$ cat src/rtl/apb_master_ctrl_p.sv
// apb_master_ctrl_p: APB3 master for the AHB-to-APB bridge, one transfer in flight.
// Optional feature macro APB_TIMEOUT_EN: abort ACCESS after TIMEOUT_CYC wait states as an ERROR.
module apb_master_ctrl_p #(
  parameter int unsigned ADDR_W      = 32,
  parameter int unsigned DATA_W      = 32,
  parameter int unsigned NUM_SLV     = 3,
  parameter int unsigned TIMEOUT_CYC = 16
) (
  input  logic               hclk,
  input  logic               hresetn,
  input  logic               valid,
  input  logic               hwrite,
  input  logic [ADDR_W-1:0]  haddr,
  input  logic [DATA_W-1:0]  hwdata,
  input  logic [NUM_SLV-1:0] tempselx,
  input  logic [DATA_W-1:0]  prdata,
  input  logic               pready,
  input  logic               pslverr,
  output logic [ADDR_W-1:0]  paddr,
  output logic [DATA_W-1:0]  pwdata,
  output logic               pwrite,
  output logic [NUM_SLV-1:0] psel,
  output logic               penable,
  output logic               hr_readyout,
  output logic               hresp,
  output logic [DATA_W-1:0]  hrdata
);

  localparam logic [2:0] StIdle   = 3'd0;
  localparam logic [2:0] StWwait  = 3'd1;
  localparam logic [2:0] StSetup  = 3'd2;
  localparam logic [2:0] StAccess = 3'd3;
  localparam logic [2:0] StErr1   = 3'd4;
  localparam logic [2:0] StErr2   = 3'd5;

  if (TIMEOUT_CYC < 1) begin : g_bad_timeout
    $error("TIMEOUT_CYC must be at least 1");
  end

  logic [2:0]         state_q, state_d;
  logic [NUM_SLV-1:0] sel_q, sel_d;
  logic [ADDR_W-1:0]  paddr_q, paddr_d;
  logic [DATA_W-1:0]  pwdata_q, pwdata_d;
  logic               pwrite_q, pwrite_d;
  logic [NUM_SLV-1:0] psel_q, psel_d;
  logic               penable_q, penable_d;
  logic               hready_q, hready_d;
  logic               hresp_q, hresp_d;
  logic [DATA_W-1:0]  hrdata_q, hrdata_d;

`ifdef APB_TIMEOUT_EN
  localparam int unsigned CntW = $clog2(TIMEOUT_CYC + 1);
  localparam logic [CntW-1:0] CntLast = CntW'(TIMEOUT_CYC - 1);

  logic [CntW-1:0] cnt_q, cnt_d;

  // Counts ACCESS cycles spent waiting on pready for the current transfer.
  always_comb begin
    cnt_d = cnt_q;
    if (state_d == StSetup) begin
      cnt_d = '0;
    end else if (state_q == StAccess && !pready) begin
      cnt_d = cnt_q + CntW'(1);
    end
  end

  always_ff @(posedge hclk or negedge hresetn) begin
    if (!hresetn) begin
      cnt_q <= '0;
    end else begin
      cnt_q <= cnt_d;
    end
  end
`endif

  always_comb begin
    state_d  = state_q;
    sel_d    = sel_q;
    paddr_d  = paddr_q;
    pwrite_d = pwrite_q;
    pwdata_d = pwdata_q;
    hrdata_d = hrdata_q;
    unique case (state_q)
      StIdle: begin
        if (valid) begin
          paddr_d  = haddr;
          pwrite_d = hwrite;
          sel_d    = tempselx;
          if (tempselx == '0) begin
            state_d = StErr1;
          end else if (hwrite) begin
            state_d = StWwait;
          end else begin
            state_d = StSetup;
          end
        end
      end
      StWwait: begin
        pwdata_d = hwdata;
        state_d  = StSetup;
      end
      StSetup: state_d = StAccess;
      StAccess: begin
        if (pready) begin
          if (pslverr) begin
            state_d = StErr1;
          end else begin
            state_d = StIdle;
            if (!pwrite_q) hrdata_d = prdata;
          end
        end else begin
`ifdef APB_TIMEOUT_EN
          if (cnt_q == CntLast) state_d = StErr1;
`endif
        end
      end
      StErr1:  state_d = StErr2;
      StErr2:  state_d = StIdle;
      default: state_d = StIdle;
    endcase
  end

  // Outputs are decoded from the next state so every output comes straight from a flop.
  always_comb begin
    psel_d    = '0;
    penable_d = 1'b0;
    hready_d  = 1'b1;
    hresp_d   = 1'b0;
    case (state_d)
      StWwait: hready_d = 1'b0;
      StSetup: begin
        psel_d   = sel_d;
        hready_d = 1'b0;
      end
      StAccess: begin
        psel_d    = sel_d;
        penable_d = 1'b1;
        hready_d  = 1'b0;
      end
      StErr1: begin
        hresp_d  = 1'b1;
        hready_d = 1'b0;
      end
      StErr2:  hresp_d = 1'b1;
      default: ;
    endcase
  end

  always_ff @(posedge hclk or negedge hresetn) begin
    if (!hresetn) begin
      state_q   <= StIdle;
      sel_q     <= '0;
      paddr_q   <= '0;
      pwdata_q  <= '0;
      pwrite_q  <= 1'b0;
      psel_q    <= '0;
      penable_q <= 1'b0;
      hready_q  <= 1'b1;
      hresp_q   <= 1'b0;
      hrdata_q  <= '0;
    end else begin
      state_q   <= state_d;
      sel_q     <= sel_d;
      paddr_q   <= paddr_d;
      pwdata_q  <= pwdata_d;
      pwrite_q  <= pwrite_d;
      psel_q    <= psel_d;
      penable_q <= penable_d;
      hready_q  <= hready_d;
      hresp_q   <= hresp_d;
      hrdata_q  <= hrdata_d;
    end
  end

  assign paddr       = paddr_q;
  assign pwdata      = pwdata_q;
  assign pwrite      = pwrite_q;
  assign psel        = psel_q;
  assign penable     = penable_q;
  assign hr_readyout = hready_q;
  assign hresp       = hresp_q;
  assign hrdata      = hrdata_q;

endmodule

$ cat config.mk
export PLATFORM = sky130hd
export DESIGN_NAME = apb_master_ctrl_p
export DESIGN_NICKNAME = d
export VERILOG_FILES = /design/src/rtl/apb_master_ctrl_p.sv
export SDC_FILE = /design/constraint.sdc
export NUM_CORES = 1
export LEC_CHECK = 0
export BUFFER_PORTS_ARGS = -buffer_cell sky130_fd_sc_hd__buf_2
export CAP_MARGIN = 25
export CELL_PAD_IN_SITES_DETAIL_PLACEMENT = 1
export CELL_PAD_IN_SITES_GLOBAL_PLACEMENT = 1
export CORE_MARGIN = 5
export CORE_UTILIZATION = 35
export CTS_CLUSTER_DIAMETER = 30
export DETAILED_ROUTE_END_ITERATION = 7
export MAX_ROUTING_LAYER = met4
export PLACE_DENSITY = 0.91
export SLEW_MARGIN = 20
export SYNTH_ARGS = -nofsm -noshare
export SYNTH_HDL_FRONTEND = slang
export SYNTH_SLANG_ARGS = --single-unit
$ cat constraint.sdc
create_clock -name hclk -period 2.2 [get_ports hclk]
set_clock_uncertainty 0.05 [all_clocks]
set_input_delay 0.11 -clock hclk [delete_from_list [all_inputs] [get_ports hclk]]
set_output_delay 0.11 -clock hclk [all_outputs]
set_load 0.005 [all_outputs]
==> impl_metrics.json <==
{
  "drtIter0Drc": 99,
  "endpoint_kind": "flip-flop",
  "fin_nets": 664,
  "path_class": "reg -> reg",
  "leakage_nw": 3.26,
  "cp_num_buf_inv": 0,
  "multi_input_area_sq_mm": 0.00135,
  "grt_pass1_vias": 3954,
  "hpwl_microns": 8250,
  "hp-class": "in -> reg",
  "power_density_mw_per_mm2": 1250,
  "place_congestion": 0.705,
  "cp-start-kind": "flip-flop",
  "wl_microns": 14100,
  "dr_total_vias": 3316,
  "synth_nets": 351,
  "rows": 39,
  "antenna_found_initial": 2,
  "synth_area_sq_mm": 0.00413,
  "fmax_ghz": 0.494,
  "yosys_warnings": 0,
  "initial_core_util_pct": 36.0,
  "maxCapViolCount": 0,
  "max_stage_delay_ns": 0.49,
  "grt_pass1_wl_microns": 22300,
  "cts_tree": "done",
  "crit_chain": "and2_0 -> nand4b_4 -> mux2_1",
  "async_flop_share_pct": 100,
  "dr.pass1.iters": 4,
  "critical-path-top-delay-family": "simple AND/OR/NAND/NOR gates",
  "rsz0062_at_grt": "false",
  "tightest_slew_ns": 0.692,
  "grt_max_degree": 52,
  "synth_edf_count": 0,
  "clk_path_buf_depth": 2,
  "overflow": 0,
  "via_per_inst": 4.68,
  "hold_end": "hresp$_DFF_PN0_",
  "cp-startpoint": "state_q[0]$_DFF_PN0_",
  "report.power.total_mw": 8.37,
  "final-setup-viol-count": 0,
  "cts.sinks": 109,
  "drt-wirelength-per-cell_microns": 19.8,
  "drt.antenna.violating_nets": 0,
  "rrSetupSlack_ns": 0.18,
  "die_y_microns": 119,
  "io_buffers": 207,
  "area_delta_synth_final_pct": 62.4,
  "cp_max_fo": 16,
  "clk_latency_ns": 0.33,
  "grt_usage_pct": 20.7,
  "io_pins": 208,
  "top_layer": "met4",
  "worstReg2RegEnd": "hrdata[5]$_DFFE_PN0P_",
  "critPathRequiredTime_ns": 2.36,
  "path_clk_slew_ns": 0.07,
  "r2r-start": "state_q[0]$_DFF_PN0_",
  "ys_seq_elements": 109,
  "crit_path_top_delay_cell": "and2_0",
  "hold_viol": 0,
  "avgSynthCellArea_sq_um": 16.8,
  "core_region_area_sq_mm": 0.0115,
  "ys_seq_area_share_pct": 66.1,
  "seq_area_sq_mm": 0.00273,
  "met3_length_microns": 696,
  "tns_ns": 0,
  "cp.arrival_ns": 2.18,
  "h-tree-depth": 3,
  "drc": 0,
  "wl_met1_microns": 4840,
  "synthFlopType": "dfrtp_1",
  "clockRootBuffer": "clkbuf_16",
  "wl_met2_microns": 8230,
  "slew-limit-headroom_pct": 53.9,
  "holdPathStages": 3,
  "syn_inst": 246,
  "die_x_microns": 119,
  "rr_worst_depth": 3,
  "place_ws_ns": 0.0932,
  "finalWorstSetupSlack_ns": 0.177,
  "fill_cells": 1153,
  "dp_cells": 588,
  "vdd_ir_drop_max_mv": 0.695,
  "holdCritStartpoint": "pslverr",
  "die_area_sq_mm": 0.0141,
  "synth_cell_types": 27,
  "timing.final.crit_period_ns": 2.02,
  "drv_slew": 0,
  "final.period_utilization_pct": 92.0,
  "cts_buffers": 9,
  "status": "completed",
  "drive_gt1_share_pct": 53.7,
  "final_cells": 709
}
## worst max path at each step
stage                                         to  slack [ns]  cells past startpoint
after floorplan             paddr[0]$_DFFE_PN0P_        0.57                      5
after global placement    hrdata[29]$_DFFE_PN0P_        0.22                      3
after detailed placement  hrdata[30]$_DFFE_PN0P_        0.09                      3
after CTS                 hrdata[30]$_DFFE_PN0P_        0.07                      3
after global routing       hrdata[6]$_DFFE_PN0P_        0.07                      3
final                      hrdata[5]$_DFFE_PN0P_        0.18                      3
## worst reg2reg max path: stages, from the launching register on
cell	delay, ns
dfrtp_1	0.45
and2_0	0.49
nand4b_4	0.43
mux2_1	0.48
## cell type report
class	instances	area share, %
antenna	2	0.0747
inverter	1	0.0560
multi-input combinational	124	20.2
clock inverter	4	0.672
timing repair buffer	314	31.7
clock buffer	12	3.98
sequential	109	40.7
tap	143	2.67
## metrics by stage
step / utilization [%] / instance area (sq um) / hold slack [ns]
6_report: 58.5 / 6700 / 0.0421
4_1_cts: 58.2 / 6670 / 0.0279
3_3_place_gp: 46.6 / 5340 / 0.135
5_1_grt: 58.5 / 6700 / 0.0600
3_5_place_dp: 46.6 / 5340 / 0.141
2_1_floorplan: - / 4130 / -0.236
## Yosys cell counts (all sizes together) (2+ instances only)
cell     n  area [sq um]
mux2   100          1130
nor3b    2          20.0
o21ai    2          10.0
a22o     3          26.3
dfrtp  108          2700
nor2     2          7.51
buf     13          80.1
and2     2          12.5
## routing by layer
metal	vias up	track usage, %
li1	1507	-
met1	1667	20.3
met2	120	40.0
met3	22	4.54
met4	0	6.45
met5	-	-
## placed cells by master, fill, tap and decap left out
| cell | netlist | layout |
|---|---|---|
| clkinv_2 | 0 | 3 |
| nor2b_1 | 1 | 1 |
| dfstp_2 | 1 | 1 |
| dlygate4sd3_1 | 0 | 102 |
| bufinv_16 | 0 | 1 |
| a311o_1 | 1 | 1 |
| and2_0 | 1 | 1 |
| nor3b_1 | 1 | 1 |
| buf_2 | 10 | 206 |
| nor2_1 | 2 | 2 |
| buf_4 | 1 | 4 |
| mux2_1 | 30 | 30 |
| inv_1 | 1 | 1 |
| clkbuf_8 | 0 | 3 |
| a22o_1 | 3 | 3 |
| o21ai_0 | 2 | 2 |
| a32oi_1 | 1 | 1 |
| and2b_1 | 1 | 1 |
| clkbuf_16 | 0 | 9 |
| buf_12 | 0 | 2 |
| nand4b_4 | 1 | 2 |
| or3_1 | 1 | 1 |
| a211oi_1 | 1 | 1 |
| diode_2 | 0 | 2 |
| nor4b_4 | 0 | 1 |
| mux2_2 | 70 | 70 |
| nand2_1 | 1 | 1 |
| a221o_1 | 1 | 1 |
| dfrtp_1 | 108 | 108 |
| and2_1 | 1 | 1 |
| nor3_1 | 1 | 1 |
| nor3b_4 | 0 | 1 |
| a21o_1 | 1 | 1 |
## power by group
part	total (mW)	switching, mW	leakage (nW)	internal, mW
Combinational	3.08	1.29	1.80	1.78
Clock	1.67	0.697	0.158	0.971
Sequential	3.63	0.610	1.31	3.02
## cell families (layout without fill, tap and decap cells)
kind of cell    count (synthesis)  count (layout)  synth area share, %
flops                         109             109                 66.1
simple gates                   13              14                 2.61
compound gates                 10              10                 1.94
buf+inv                        14             331                 2.03
mux                           100             100                 27.3
other cells                     0               2                    0
## sequential cells by signal, summed over array words and instances, names as in the netlist
signal	flops
state_q	3
hrdata	32
paddr	32
hr_readyout	1
pwrite	1
sel_q	3
psel	3
hresp	1
penable	1
pwdata	32
## repair_timing
action                                 in CTS  in global routing
buffers inserted                            0                  0
gates resized for setup                     0                  1
setup endpoints to repair                   0                 25
hold buffers                              102                  0
endpoints found under the hold margin     152                  0
Note: power is estimated with default switching activity, not from simulation.
